## src/rtl/bfloat_div.sv

```systemverilog
// bfloat_div -- multi-cycle bfloat16 divider (out = a / b).
//
// Ports:
//   clk    in   1   clock, rising edge
//   rst    in   1   asynchronous active-high reset
//   start  in   1   request, sampled only in IDLE
//   a      in  16   dividend {sign, exp[7:0] bias 127, man[6:0]}
//   b      in  16   divisor, same format
//   out    out 16   registered quotient, valid while done is high and held after
//   busy   out  1   high whenever the FSM is not IDLE
//   done   out  1   one-cycle pulse marking a fresh out/flags
//   flags  out  4   registered {invalid, divzero, overflow, underflow}
//
// Build option: define BFLOAT_DIV_RNE_EN to round to nearest-even in NORM;
// without it the mantissa is truncated. Cycle timing is the same either way.
//
// Normal operands: IDLE -> DIV (10 cycles, one restoring-division quotient bit
// per cycle) -> NORM -> DONE -> IDLE. Special operands (NaN, Inf, zero; exp==0
// is flushed to zero) go IDLE -> DONE directly.
module bfloat_div (
  input  logic        clk,
  input  logic        rst,
  input  logic        start,
  input  logic [15:0] a,
  input  logic [15:0] b,
  output logic [15:0] out,
  output logic        busy,
  output logic        done,
  output logic [3:0]  flags
);

  typedef enum logic [1:0] {IDLE, DIV, NORM, DONE} state_t;

  state_t             state;
  logic [3:0]         count;
  logic [9:0]         quo;      // quo[9] is the integer bit, quo[8:0] fraction
  logic [9:0]         rem;      // partial remainder, always < 2*divisor
  logic [7:0]         divisor;
  logic signed [9:0]  exp;
  logic               sign;

  // ---------------- operand classification (live inputs, used in IDLE) ----
  logic a_zero, b_zero, a_inf, b_inf, a_nan, b_nan, special;
  logic [15:0] spec_out;
  logic [3:0]  spec_flags;

  assign a_zero  = (a[14:7] == 8'h00);
  assign b_zero  = (b[14:7] == 8'h00);
  assign a_inf   = (&a[14:7]) & ~(|a[6:0]);
  assign b_inf   = (&b[14:7]) & ~(|b[6:0]);
  assign a_nan   = (&a[14:7]) & (|a[6:0]);
  assign b_nan   = (&b[14:7]) & (|b[6:0]);
  assign special = a_zero | b_zero | a_inf | b_inf | a_nan | b_nan;

  always_comb begin
    spec_out   = {a[15] ^ b[15], 15'h0000};
    spec_flags = 4'b0000;
    if (a_nan | b_nan | (a_zero & b_zero) | (a_inf & b_inf)) begin
      spec_out   = 16'h7FC0;
      spec_flags = 4'b1000;
    end else if (a_inf) begin
      // Inf divided by anything finite (zero included) stays Inf, no exception.
      spec_out = {a[15] ^ b[15], 8'hFF, 7'h00};
    end else if (b_zero) begin
      spec_out   = {a[15] ^ b[15], 8'hFF, 7'h00};
      spec_flags = 4'b0100;
    end
    // remaining cases (0/finite, 0/Inf, finite/Inf) keep the signed zero
  end

  // ---------------- normalisation and rounding (used in NORM) -------------
  logic [6:0]        man_n;
  logic              guard_bit, round_bit, sticky_bit;
  logic signed [9:0] exp_n, exp_r;
  logic [7:0]        man_r;     // bit 7 is the rounding carry-out
  logic [15:0]       norm_out;
  logic [3:0]        norm_flags;

  always_comb begin
    if (quo[9]) begin
      man_n     = quo[8:2];
      guard_bit = quo[1];
      round_bit = quo[0];
      exp_n     = exp;
    end else begin
      // quotient in [0.5,1): shift left once, no bit left below the guard
      man_n     = quo[7:1];
      guard_bit = quo[0];
      round_bit = 1'b0;
      exp_n     = exp - 10'sd1;
    end
    sticky_bit = |rem;
    man_r      = {1'b0, man_n};
`ifdef BFLOAT_DIV_RNE_EN
    if (guard_bit & (round_bit | sticky_bit | man_n[0]))
      man_r = man_r + 8'd1;
`endif
    exp_r = exp_n + $signed({9'b0, man_r[7]});

    norm_flags = 4'b0000;
    if (exp_r >= 10'sd255) begin
      norm_out   = {sign, 8'hFF, 7'h00};
      norm_flags = 4'b0010;
    end else if (exp_r <= 10'sd0) begin
      norm_out   = {sign, 15'h0000};
      norm_flags = 4'b0001;
    end else begin
      norm_out = {sign, exp_r[7:0], man_r[6:0]};
    end
  end

`ifndef BFLOAT_DIV_RNE_EN
  // Rounding bits only matter in the round-to-nearest-even build.
  logic unused_round_bits;
  assign unused_round_bits = guard_bit ^ round_bit ^ sticky_bit;
`endif

  // ---------------- division step ----------------------------------------
  logic [9:0] rem_sub;
  logic       rem_ge;
  assign rem_ge  = (rem >= {2'b00, divisor});
  assign rem_sub = rem - {2'b00, divisor};

  // ---------------- FSM ---------------------------------------------------
  always_ff @(posedge clk or posedge rst) begin
    if (rst) begin
      state   <= IDLE;
      count   <= 4'd0;
      quo     <= 10'd0;
      rem     <= 10'd0;
      divisor <= 8'd0;
      exp     <= 10'sd0;
      sign    <= 1'b0;
      out     <= 16'h0000;
      flags   <= 4'h0;
    end else begin
      case (state)
        IDLE: begin
          if (start) begin
            sign <= a[15] ^ b[15];
            if (special) begin
              out   <= spec_out;
              flags <= spec_flags;
              state <= DONE;
            end else begin
              rem     <= {3'b001, a[6:0]};
              divisor <= {1'b1, b[6:0]};
              exp     <= $signed({2'b00, a[14:7]}) - $signed({2'b00, b[14:7]}) + 10'sd127;
              quo     <= 10'd0;
              count   <= 4'd0;
              state   <= DIV;
            end
          end
        end
        DIV: begin
          if (rem_ge) begin
            quo <= {quo[8:0], 1'b1};
            rem <= {rem_sub[8:0], 1'b0};
          end else begin
            quo <= {quo[8:0], 1'b0};
            rem <= {rem[8:0], 1'b0};
          end
          count <= count + 4'd1;
          if (count == 4'd9)
            state <= NORM;
        end
        NORM: begin
          out   <= norm_out;
          flags <= norm_flags;
          state <= DONE;
        end
        default: state <= IDLE;  // DONE
      endcase
    end
  end

  assign busy = (state != IDLE);
  assign done = (state == DONE);

endmodule
```

## config.mk

```make
export PLATFORM = sky130hd
export DESIGN_NAME = bfloat_div
export DESIGN_NICKNAME = d
export VERILOG_FILES = /design/src/rtl/bfloat_div.sv
export SDC_FILE = /design/constraint.sdc
export NUM_CORES = 1
export LEC_CHECK = 0
export ABC_AREA = 1
export CAP_MARGIN = 20
export CORE_ASPECT_RATIO = 2
export CORE_MARGIN = 5
export CORE_UTILIZATION = 56
export DETAILED_ROUTE_END_ITERATION = 16
export PLACE_DENSITY = 0.8
export SYNTH_ARGS = -nofsm -noshare
export SYNTH_HDL_FRONTEND = slang
export SYNTH_SLANG_ARGS = --single-unit
```

## constraint.sdc

```tcl
create_clock -name clk -period 2.6 [get_ports clk]
set_clock_uncertainty 0.2 [all_clocks]
set_input_delay 0.39 -clock clk [delete_from_list [all_inputs] [get_ports clk]]
set_output_delay 0.39 -clock clk [all_outputs]
set_load 0.05 [all_outputs]
```

=== Word-level counts from Yosys, hierarchy flattened ===
Index checks and enable logic that the tools add are counted.

* $add $sub $neg: 5
* Order comparisons: 3
* Equality and inequality tests: 8
* Muxes and demuxes: 33
* Bitwise logic cells: 18
* Reduce and logical (&&, ||, !) cells: 15

{| class="wikitable"
|+ Operators by type and width
! cell !! count
|-
| $mux 10 || 6
|-
| $mux 15 || 4
|-
| $mux 16 || 3
|-
| $pmux 10 s2 || 2
|-
| $pmux 16 s2 || 1
|-
| $mux 4 || 5
|-
| $logic_not 8->1 || 2
|-
| $pmux 4 s2 || 2
|-
| $reduce_and 8->1 || 2
|-
| $reduce_or 7->1 || 2
|-
| $add 9x8->10 const B || 1
|-
| $ge 10x8->1 || 1
|-
| $ge 10x9->1 const B || 1
|-
| $le 10x1->1 const B || 1
|-
| $sub 10x2->10 const B || 1
|-
| $reduce_and 3->1 || 3
|-
| $sub 8x8->9 || 1
|-
| $sub 9x8->9 || 1
|-
| $mux 2 || 4
|-
| $ne 2x2->1 const B || 4
|-
| $or 1x1->1 || 8
|-
| $mux 7 || 1
|-
| $and 1x1->1 || 6
|-
| $mux 3 || 2
|-
| other kinds (11) || 18
|}

* Register bits: 65
* Bits of input ports: 35
* Output and inout port bits: 22
* Word-level logic and storage cells: 91

=== Longest topological paths before layout ===
Gate-level depths: netlist of the first run.

* Depth in word-level cells: 10
* Depth in mapped cells: 18
* Mapped depth without buffers: 17

=== Worst setup path before layout of the first run ===
Ideal clock, no wire load.

* Path kind: reg-to-reg
* Start point: reg rem[0]
* End point: reg rem[4]
* Setup time: 116 ps
* Arrival time: 1965 ps
* Required time: 2284 ps
* Path slack: 318 ps
* Cell stages (with the launch flop): 14
* Buffers on the path: 0
* Clock period less this slack: 2282 ps
* Path through: dfrtp_1 -> inv_1 -> ha_1 -> fa_1 -> nor2_1 -> nor2_1 -> nor3_1 -> nor2_4 -> clkinv_1 -> a21oi_1 -> o21ai_0 -> nand2_1 -> nand2_1 -> nand2_1

* Longest elaborated chain between the ends: 3
* Elaborated cells on any way between the ends: 4
* Those cells by class: 1 x add/sub; 1 x order compare; 2 x mux

{| class="wikitable"
|+ Ends and longest elaborated chain
! element !! line !! text
|-
| start: declaration || 37 || <nowiki>logic [9:0] rem;</nowiki>
|-
| start signal: assignment || 146 || <nowiki>rem <= {3'b001, a[6:0]};</nowiki>
|-
| start signal: assignment || 158 || <nowiki>rem <= {rem_sub[8:0], 1'b0};</nowiki>
|-
| start signal: assignment || 161 || <nowiki>rem <= {rem[8:0], 1'b0};</nowiki>
|-
| $sub 9x8->9 or $ge 10x8->1 (tied branches) || 122, 121 ||
|-
| $mux 10 * || 156 || <nowiki>if (rem_ge) begin</nowiki>
|-
| $pmux 10 s2 * || 137 || <nowiki>case (state)</nowiki>
|}

Mark *: on every way between the ends. The rest lies on a longest branch, timed or not.
A chain may end at the register's enable or synchronous reset.

=== Final worst setup path of the first run ===
* Start point: in a[7]
* End point: reg exp[4]

* Longest elaborated chain between the ends: 8
* Elaborated cells on any way between the ends: 13
* Those cells by class: 2 x add/sub; 8 x bitwise; 3 x reduce/logical

{| class="wikitable"
|+ Ends and longest elaborated chain
! element !! line !! text
|-
| start: declaration || 24 || <nowiki>input logic [15:0] a,</nowiki>
|-
| branches (longest 8 deep; another with $add 9x8->10) || n/a ||
|-
| end signal: assignment || 148 || <nowiki>exp <= $signed({2'b00, a[14:7]}) - $signed({2'b00, b[14:7]}) + 10'sd127;</nowiki>
|-
| end: declaration || 39 || <nowiki>logic signed [9:0] exp;</nowiki>
|}

Several ways; the timed one is not identified.

==> flow_summary.json, run 1 <==
{
  "status": "completed",
  "placed_cells": 792,
  "cts_root_buffer": "clkbuf_16",
  "portBuffers": 56,
  "hold_class": "in2async",
  "clk_transition_reported_paths_ps": 60,
  "multiInputGateArea_um2": 2420,
  "setup_violations": 0,
  "synth.avg_cell_area_um2": 7.06,
  "clock_latency_ps": 340,
  "seqPwrFrac_pct": 24.8,
  "async_flop_share_pct": 100,
  "die_area_um2": 9900,
  "synth_xor_area_share_pct": 3.53,
  "crit_path_start_kind": "input port",
  "crit_path_cell_trace": "clkdlybuf4s50_1, inv_1, ha_1, inv_2, fa_2, inv_1, ha_1, inv_2, nor2_4, inv_2, nor2_4, buf_4, o21ai_0, o21ai_0",
  "synthMuxAreaShare_pct": 0.226,
  "yosys.area_share.simple_pct": 30.4,
  "crit_buf_inv": 7,
  "first_pass_iters": 4,
  "synth_top_family_by_area": "simple AND/OR/NAND/NOR gates",
  "cpMostUsedCell": "inv_2",
  "p_leak_uw": 0.00284,
  "seq_area_frac_synth_pct": 36.7,
  "r2r_end": "rem[1]$_DFFE_PP0P_",
  "finalHoldViolCount": 0,
  "crit_arrival_ps": 2460,
  "cts-htree-levels": 3,
  "r2r_slack_ps": 190,
  "synth_most_common_cell": "nand2_1",
  "drt-vias-per-instance": 5.28,
  "avgRoutedWirePerCell_um": 13.1,
  "ir_worst_vdd_v": 0.000729,
  "clock-sinks": 65,
  "crit_fanout": 3,
  "die_h_um": 136,
  "cap_violations": 0,
  "max_stage_delay_ps": 550,
  "grt_pass1_vias": 4157,
  "net-switching-power_uw": 3060,
  "reg2reg_depth": 14,
  "synth_edf_count": 0,
  "crit_slowest_cell": "fa_2",
  "start_util_pct": 56.6,
  "setup_tns_ps": 0,
  "cp_top_family": "adder cells",
  "grt_usage_pct": 23.2,
  "synth_top_flop_cell": "dfrtp_1",
  "min_period_over_period_pct": 94.1,
  "fillers": 661,
  "crit_required_ps": 2610,
  "drc": 0,
  "hpwl_um": 8080,
  "seqCellArea_um2": 1630,
  "cts_tree": "built",
  "stdcell_count": 809,
  "antenna_found_initial": 0,
  "dpl_cell_area_um2": 5250,
  "nNetsFinal": 770,
  "initialDrtViolationCount": 277,
  "synth_top_area_cell": "dfrtp_1",
  "worstSetupPathType": "in2reg",
  "p_sw_share_pct": 47.8,
  "cts_made_buffers": 9,
  "end_kind": "register",
  "drive_gt1_share_pct": 10.9,
  "synth_top_area_share_pct": 36.7,
  "synthesis.area_um2": 4430,
  "period_needed_ps": 2450,
  "yosysUniqueCellTypes": 39,
  "final_area_um2": 5590,
  "grt_pass1_wl_um": 18000,
  "p_int_uw": 3340,
  "whs_ps": 233,
  "slew_headroom_pct": 63.4,
  "worstMarginPinSlew_ps": 547,
  "overflow": 0,
  "holdBufCountCts": 0,
  "syn_nets": 690,
  "num_rows": 46,
  "netlist_top_cells_count": "191 x nand2_1, 89 x inv_1, 65 x dfrtp_1",
  "grt_start_max_net_pins": 66,
  "synthAdderAreaFrac_pct": 7.96,
  "synth_compound_gate_area_share_pct": 11.3,
  "die_w_um": 72.9,
  "slew_violations": 0,
  "fmax_ghz": 0.409,
  "coreArea_um2": 7830,
  "gp_congestion": 0.890,
  "ios": 57,
  "wl_um": 10600,
  "pwr-share-clk_pct": 17.3,
  "syn2layout_area_growth_pct": 26.1,
  "ant_nets": 0,
  "synth_area_leaders": "dfrtp_1 37%, nand2_1 16%, inv_1 7.5%",
  "yosys_warnings": 0,
  "grt_setup_unrepaired": "true",
  "vias": 4272,
  "power_density_nw_per_um2": 1140,
  "ys_ff_latch": 65,
  "antenna_cells": 0,
  "r2r-start": "rem[0]$_DFFE_PP0P_",
  "combPwrFrac_pct": 57.9,
  "synthCells": 628,
  "clockBufferDepth": 2
}
[cell usage in the layout (no fill, tap or decap), types with 25 or more instances in the layout]
cell	count
dfrtp_1	65
buf_4	30
a21oi_1	28
nor2_1	45
ha_1	25
nand3_1	36
o21ai_0	43
inv_1	85
nand2_1	190
clkdlybuf4s50_1	55
[tightest hold or removal path, delay by kind of cell]
kind | cells | cell delay (ps)
buffers and inverters | 3 | 770
[metrics by stage]
stage	total power, uW	utilization [%]	setup slack [ps]
3_5_place_dp	5200	67.0	-315
2_1_floorplan	4220	-	318
6_report	6400	71.4	153
3_3_place_gp	5100	67.0	-211
5_1_grt	6970	71.4	-55.0
4_1_cts	6360	70.5	33.7
[area by class of cell]
| class | count | share of cell area, % |
|---|---|---|
| sequential | 65 | 29.1 |
| clock inverter | 5 | 0.560 |
| tap | 96 | 2.15 |
| inverter | 92 | 6.25 |
| timing repair buffer | 86 | 14.2 |
| clock buffer | 11 | 4.34 |
| multi-input combinational | 454 | 43.3 |
[cell families after synthesis]
kind of cell	count (synthesis)
and+or+nand+nor	316
buffers and inverters	109
AOI/OAI and AO/OA	93
DFF	65
adders and majority gates	27
xor gates and xnor gates	17
muxes	1
[power groups by stage]
| stage | combinational, uW | clock (uW) | sequential (uW) |
|---|---|---|---|
| finish | 3710 | 1110 | 1580 |
| CTS | 3660 | 1120 | 1580 |
| global placement | 3520 | 0 | 1580 |
| floorplan | 2390 | 0 | 1830 |
| detailed placement | 3610 | 0 | 1600 |
| global route | 4170 | 1170 | 1630 |
[per-layer routing]
| layer | track usage [%] | wire length, um | up-vias |
|---|---|---|---|
| li1 | - | - | 2162 |
| met1 | 25.9 | 4190 | 1977 |
| met2 | 41.8 | 5630 | 111 |
| met3 | 4.59 | 514 | 22 |
| met4 | 9.34 | 257 | 0 |
| met5 | 0 | 0 | - |
[registers in the layout (all words and copies together), names as in the netlist]
signal,flops
divisor,8
flags,4
exp,10
count,4
sign,1
quo,10
state,2
rem,10
out,16
[how the worst max path moves through the flow]
stage / start / to / cells after the start
finish: a[7] / exp[4]$_DFFE_PP0P_ / 14
global route: a[7] / exp[6]$_DFFE_PP0P_ / 14
CTS: a[7] / exp[8]$_DFFE_PP0P_ / 14
detailed placement: a[7] / exp[8]$_DFFE_PP0P_ / 14
global placement: a[7] / exp[8]$_DFFE_PP0P_ / 14
floorplan: rem[0]$_DFFE_PP0P_ / rem[4]$_DFFE_PP0P_ / 13
[repair_timing]
action	in CTS	in global routing
buffers inserted	0	1
setup endpoints to repair	0	22
resized for setup	0	18
No activity file was read; power rests on OpenSTA's default activity.
==> run 2: changes to the inputs <==
Settings changed: TNS_END_PERCENT from default to 50.
==> flow_summary.json, run 2 (synthesized netlist as in run 1, its figures left out) <==
{
  "stdcell_count": 809,
  "layout_commonest_cell": "nand2_1",
  "setup_tns_ps": 0,
  "crit_path_start_kind": "input port",
  "p_leak_uw": 0.00284,
  "portBuffers": 56,
  "clockBufferDepth": 2,
  "reg2reg_depth": 14,
  "finalHoldViolCount": 0,
  "drc": 0,
  "crit_path_end": "exp[8]$_DFFE_PP0P_",
  "min_period_over_period_pct": 94.5,
  "hold_class": "in2async",
  "fmax_ghz": 0.407,
  "worstMarginPinSlew_ps": 551,
  "cts_tree": "built",
  "ir_worst_vdd_v": 0.000729,
  "die_w_um": 72.9,
  "grt_pass1_vias": 4157,
  "avgRoutedWirePerCell_um": 13.1,
  "period_needed_ps": 2460,
  "die_area_um2": 9900,
  "holdBufCountCts": 0,
  "cts_made_buffers": 9,
  "slew_headroom_pct": 63.1,
  "whs_ps": 232,
  "syn2layout_area_growth_pct": 26.1,
  "cap_violations": 0,
  "crit_fanout": 3,
  "grt_setup_unrepaired": "true",
  "clk_transition_reported_paths_ps": 60,
  "r2r-start": "rem[0]$_DFFE_PP0P_",
  "worstSetupPathType": "in2reg",
  "setup_violations": 0,
  "clock-sinks": 65,
  "largest_reg_flops": 16,
  "regMostFlops": "out",
  "crit_arrival_ps": 2500,
  "grt_usage_pct": 23.2,
  "die_h_um": 136,
  "status": "completed",
  "clock_latency_ps": 340,
  "placed_cells": 792,
  "num_rows": 46,
  "end_kind": "register",
  "initialDrtViolationCount": 285,
  "slew_violations": 0,
  "crit_required_ps": 2640,
  "setup.worst_path.start": "a[7]",
  "overflow": 0,
  "antenna_cells": 0,
  "grt_start_max_net_pins": 66,
  "cts_root_buffer": "clkbuf_16",
  "antenna_found_initial": 0,
  "ant_nets": 0,
  "power_density_nw_per_um2": 1140,
  "r2r_slack_ps": 190,
  "drive_gt1_share_pct": 10.9,
  "start_util_pct": 56.6,
  "first_pass_iters": 4,
  "vias": 4264,
  "drt-vias-per-instance": 5.27,
  "coreArea_um2": 7830,
  "p_total_uw": 6390,
  "wl_um": 10600,
  "cts-htree-levels": 3,
  "gp_congestion": 0.890,
  "layout_common_cells": "190 x nand2_1, 85 x inv_1, 65 x dfrtp_1",
  "nNetsFinal": 770,
  "hpwl_um": 8080,
  "r2r_end": "rem[1]$_DFFE_PP0P_",
  "grt_pass1_wl_um": 18000,
  "ios": 57
}
-- run 2: critical path, cell delays in order --
cell and delay, ps:
clkdlybuf4s50_1 480, inv_1 60, ha_1 200, inv_2 70, fa_2 450, inv_1 70
ha_1 140, inv_2 50, nor2_4 110, inv_2 60, nor2_4 100, nand3_2 90
nand3_2 90, nand2_1 50, o21ai_0 90
-- run 2: per-stage QoR --
stage	util [%]	cell area [um2]	worst slack, ps
after CTS	70.5	5520	33.7
final	71.4	5590	143
after floorplan	-	4430	318
after global placement	67.0	5250	-211
after global routing	71.4	5590	-55.0
after detailed placement	67.0	5250	-315
-- run 2: area by class of cell --
type | instances | area [um2]
Sequential cell | 65 | 1630
Fill cell | 661 | 2240
Multi-Input combinational cell | 454 | 2420
Tap cell | 96 | 120
Inverter | 92 | 349
Clock buffer | 11 | 243
Clock inverter | 5 | 31.3
Timing Repair Buffer | 86 | 796
-- run 2: timing repair --
| item | CTS | global route |
|---|---|---|
| endpoints found under the setup margin | 0 | 22 |
| resized for setup | 0 | 18 |
| setup buffers | 0 | 1 |
-- run 2: power by group --
group          internal (uW)  leakage [uW]  switching (uW)
combinational           1330       0.00186            2380
clock                    667      0.000135             440
sequential              1350      0.000842             236
total                   3340       0.00284            3050
-- run 2: worst min-delay path by stage --
| stage | to | slack [ps] |
|---|---|---|
| 2_1_floorplan | divisor[7]$_DFFE_PP0P_ | 230 |
| 5_1_grt | rem[4]$_DFFE_PP0P_ | 290 |
| 6_report | rem[4]$_DFFE_PP0P_ | 230 |
| 4_1_cts | rem[4]$_DFFE_PP0P_ | 260 |
| 3_5_place_dp | divisor[7]$_DFFE_PP0P_ | 270 |
| 3_3_place_gp | divisor[7]$_DFFE_PP0P_ | 250 |
-- run 2: layer usage --
| layer | global-route usage, % | wire length (um) |
|---|---|---|
| met1 | 25.9 | 4160 |
| met2 | 41.8 | 5650 |
| met3 | 4.59 | 531 |
| met4 | 9.34 | 264 |
| met5 | 0 | 0 |
==> run 3: changes to the inputs <==
==> constraint.sdc (replaced) <==
create_clock -name clk -period 2.6 [get_ports clk]
set_clock_uncertainty 0.2 [all_clocks]
set_input_delay 0.52 -clock clk [delete_from_list [all_inputs] [get_ports clk]]
set_output_delay 0.52 -clock clk [all_outputs]
set_load 0.05 [all_outputs]
==> flow_summary.json, run 3 (synthesized netlist as in run 1, its figures left out) <==
{
  "crit_fanout": 3,
  "max_stage_delay_ps": 480,
  "initialDrtViolationCount": 223,
  "drc": 0,
  "slew_headroom_pct": 66.3,
  "whs_path_depth": 2,
  "antenna_found_initial": 0,
  "overflow": 0,
  "cap_violations": 0,
  "drive_gt1_share_pct": 14.6,
  "crit_required_ps": 2610,
  "cts-htree-levels": 3,
  "start_util_pct": 56.6,
  "r2r_slack_ps": 210,
  "p_leak_uw": 0.00295,
  "grt_usage_pct": 23.8,
  "crit_path_cell_trace": "clkdlybuf4s50_1, inv_1, fa_2, nand3_2, nand3_2, xor2_2, nand3_1, buf_4, xnor2_1, o21ai_0",
  "grt_pass1_wl_um": 18800,
  "syn2layout_area_growth_pct": 31.1,
  "grt_start_max_net_pins": 66,
  "clk_transition_reported_paths_ps": 50,
  "setup_violations": 0,
  "cts_made_buffers": 9,
  "drt-vias-per-instance": 5.25,
  "worstMarginPinSlew_ps": 504,
  "ant_nets": 0,
  "clock_latency_ps": 330,
  "layout_common_cells": "189 x nand2_1, 84 x inv_1, 65 x dfrtp_1",
  "first_pass_iters": 4,
  "final_area_um2": 5810,
  "setup.worst_path.start": "b[8]",
  "avgRoutedWirePerCell_um": 13.2,
  "clockBufferDepth": 2,
  "crit_path_start_kind": "input port",
  "regMostFlops": "out",
  "worstSetupPathType": "in2reg",
  "cts_root_buffer": "clkbuf_16",
  "min_period_over_period_pct": 95.7,
  "end_kind": "register",
  "gp_congestion": 0.928,
  "setup_ws_ps": 111,
  "finalHoldViolCount": 0,
  "grt_pass1_vias": 4389,
  "ir_worst_vdd_v": 0.000695,
  "portBuffers": 56,
  "antenna_cells": 0,
  "period_needed_ps": 2490,
  "coreArea_um2": 7830,
  "fillers": 607,
  "crit_slowest_cell": "clkdlybuf4s50_1",
  "r2r_end": "rem[6]$_DFFE_PP0P_",
  "largest_reg_flops": 16,
  "place_ws_ps": -469,
  "status": "completed",
  "holdBufCountCts": 0,
  "die_h_um": 136,
  "die_area_um2": 9900,
  "ios": 57,
  "hold_end": "out[2]$_DFFE_PP0P_",
  "wl_um": 11000,
  "layout_commonest_cell": "nand2_1",
  "hpwl_um": 8320,
  "cts_tree": "built",
  "vias": 4345,
  "hold_class": "reg2reg",
  "slew_violations": 0,
  "cpMostUsedCell": "nand3_2",
  "r2r-start": "rem[0]$_DFFE_PP0P_",
  "clock-sinks": 65,
  "reg2reg_depth": 15,
  "power_density_nw_per_um2": 1130,
  "dpl_cell_area_um2": 5350,
  "fmax_ghz": 0.402,
  "crit_arrival_ps": 2500,
  "num_rows": 46,
  "nNetsFinal": 789,
  "die_w_um": 72.9,
  "min_from": "out[2]$_DFFE_PP0P_"
}
[run 3: power by group]
part	switching, uW	total (uW)	internal [uW]
logic	2400	3780	1380
registers	231	1580	1350
clock network	454	1220	769
total	3090	6580	3500
[run 3: routing by layer]
| metal | part of all wire [%] | GRT usage, % |
|---|---|---|
| met4 | 2.7 | 9.86 |
| met3 | 5.7 | 5.77 |
| met1 | 39 | 26.4 |
| met5 | 0 | 0 |
| met2 | 52 | 42.3 |
[run 3: timing repair]
item / CTS / global route
hold endpoints to repair: 0 / 0
gates cloned: 0 / 0
resized for setup: 8 / 21
setup buffers: 2 / 4
pin swaps: 4 / 9
endpoints found under the setup margin: 4 / 22
[run 3: through the flow]
stage                     power, uW  util [%]  hold slack, ps  TNS [ps]  std cells
after floorplan                4220         -             226         0        628
after global placement         5140      68.4             247     -3320        806
after detailed placement       5250      68.4             266     -5730        806
after CTS                      6520      72.8             281         0        824
after global routing           7140      74.2             321     -11.6        828
final                          6580      74.2             276         0        828
[run 3: worst max path at each step]
stage | to | slack, ps | cells after the start
final | exp[5]$_DFFE_PP0P_ | 110 | 10
after global routing | exp[9]$_DFFE_PP0P_ | -7 | 12
after CTS | exp[6]$_DFFE_PP0P_ | 1 | 15
after detailed placement | exp[6]$_DFFE_PP0P_ | -470 | 15
after global placement | exp[8]$_DFFE_PP0P_ | -360 | 14
after floorplan | exp[7]$_DFFE_PP0P_ | 210 | 11
[run 3: critical path: cells and delay by family]
family,cells,cell delay [ps]
AND/OR/NAND/NOR,3,340
buffers and inverters,3,760
XOR/XNOR,2,360
adder cells (fa/ha/maj),1,440
AO/OA/AOI/OAI,1,90
[run 3: final cells by class]
class / instances / area [um2] / share of cell area [%]
inverter: 92 / 349 / 6.01
multi-input combinational: 454 / 2470 / 42.5
sequential: 65 / 1630 / 28.0
tap: 96 / 120 / 2.07
clock inverter: 6 / 66.3 / 1.14
timing repair buffer: 105 / 943 / 16.2
clock buffer: 10 / 239 / 4.11
==> RTL change, RTL diff (config.mk and constraints of run 1) <==
Re-encode `state_t` (4 states) as Gray code, 2 bits wide.
--- a/src/rtl/bfloat_div.sv
+++ b/src/rtl/bfloat_div.sv
@@ -30,5 +30,5 @@
 );
 
-  typedef enum logic [1:0] {IDLE, DIV, NORM, DONE} state_t;
+  typedef enum logic [1:0] {IDLE = 2'b00, DIV = 2'b01, NORM = 2'b11, DONE = 2'b10} state_t;
 
   state_t             state;
Function: same outputs for any inputs over 10 cycles, from zero or initial values and one cycle with rst high; not proved beyond that.
==> RTL change against run 1 <==
Design area fell by 0.85%. Sequential power increased by 16%. Global-route usage is 0.12 points lower. Non-clock buffer count down 3. Sequential cell count unchanged. Critical endpoint is now exp[6]. Critical path type unchanged. Largest cell class unchanged. Sequential share of layout area rose by 0.25 points. Area after synthesis is 2.3% lower. Final cell count fell by 5.1%. Power is 17% higher. Via count down 1.8%. Worst setup slack got worse by 0.026 ns. Routed wire length up 1.7%.
==> RTL change: results (changes against run 1) <==
stage,metric,value,unit,change
outcome,status,finished clean,,
synthesis,Area contributors post-synth,"dfrtp_1, nand2_1, inv_1",,
synthesis,Post-Syn Nets,644,,-6.7%
synthesis,"top cells by count, synth","nand2_1, inv_1, dfrtp_1, nand3_1, nor2_1",,
worst_setup_path,CP Max Fanout,5,,+2
grt,vias in the first global route,4054,,-2.5%
placed_design,Setup WS pre-CTS,-0.377,ns,-0.0628 ns
power,VDD IR-drop max,0.828,mV,+14%
timing,relative slew slack,64.5,%,+1.1 points
grt,Overall Global Routing Usage,23.0,%,-0.12 points
worst_setup_path,flop2flop setup slack,0.21,ns,+0.02 ns
synthesis,post-synthesis cell count,587,,-6.5%
routing,Routed WL,10800,um,+1.7%
placed_design,DP Area,0.00512,mm^2,-2.4%
layout,final net count,727,,-5.6%
worst_setup_path,worst setup path endpoint,exp[6],,
routing,DR pass1 iterations,7,,+3
clock_tree,Resized cells post-CTS,1,,+1
routing,DR iter-0 viols,209,,-25%
worst_setup_path,crit path DAT,2.49,ns,+0.03 ns
synthesis,synth unique cells,45,,+15%
worst_setup_path,CP startpoint,b[9],,
power,static leakage,2.73,nW,-3.9%
placed_design,hpwl dp,8130,um,+0.56%
placed_design,GP Congestion,0.942,,+5.9%
layout,Finished Layout Cells,768,,-5.1%
timing,hold slack,0.195,ns,-0.0383 ns
layout,layout cells sized above 1,13.1,%,+2.1 points
[RTL change: cell types whose count changed after synthesis, sizes merged, moves of 3 or more]
cell	run 1	this run
nand2	193	137
nand3	41	56
ha	25	20
clkbuf	8	4
nor2	54	58
or2	2	6
o211ai	0	3
o21ai	46	49
[RTL change: power by group through the flow]
stage / registers [mW] / logic, mW / clock network (mW)
5_1_grt: 1.90 / 4.78 / 1.46
6_report: 1.83 / 4.29 / 1.39
3_5_place_dp: 1.84 / 4.16 / 0
3_3_place_gp: 1.81 / 4.06 / 0
4_1_cts: 1.83 / 4.21 / 1.42
2_1_floorplan: 2.24 / 2.68 / 0
[RTL change: metal layers]
layer  part of all wire, %  wire length (um)  up-vias  global-route usage (%)
li1                      -                 -     2077                       -
met1                    37              3970     1949                    24.2
met2                    55              5920      131                    42.2
met3                   4.0               431       37                    2.63
met4                   4.2               448        0                    13.8
met5                     0                 0        -                       0
[RTL change: area by class of cell]
class,count,area [um^2]
Clock buffer,10,239
Clock inverter,5,104
Fill cell,609,2060
Inverter,92,348
Multi-Input combinational cell,418,2300
Sequential cell,65,1630
Tap cell,94,118
Timing Repair Buffer,83,793
Timing Repair inverter,1,7.51
[RTL change: worst max-delay path: stages]
cell and delay [ns]:
clkdlybuf4s50_1 0.47, inv_1 0.06, ha_1 0.34, a21oi_1 0.16, nand2_1 0.13, xnor2_1 0.31
nand2_2 0.14, nor2_4 0.15, nand2_1 0.08, xor2_1 0.16, nand2_1 0.05, o21ai_1 0.05
[RTL change: kinds of logic after synthesis]
logic type | Yosys count | share of synthesized area, %
DFF | 65 | 37.6
AOI/OAI and AO/OA | 99 | 12.7
and+or+nand+nor | 280 | 29.6
adders and majority gates | 22 | 6.71
xor gates and xnor gates | 17 | 3.44
buffers and inverters | 104 | 9.94
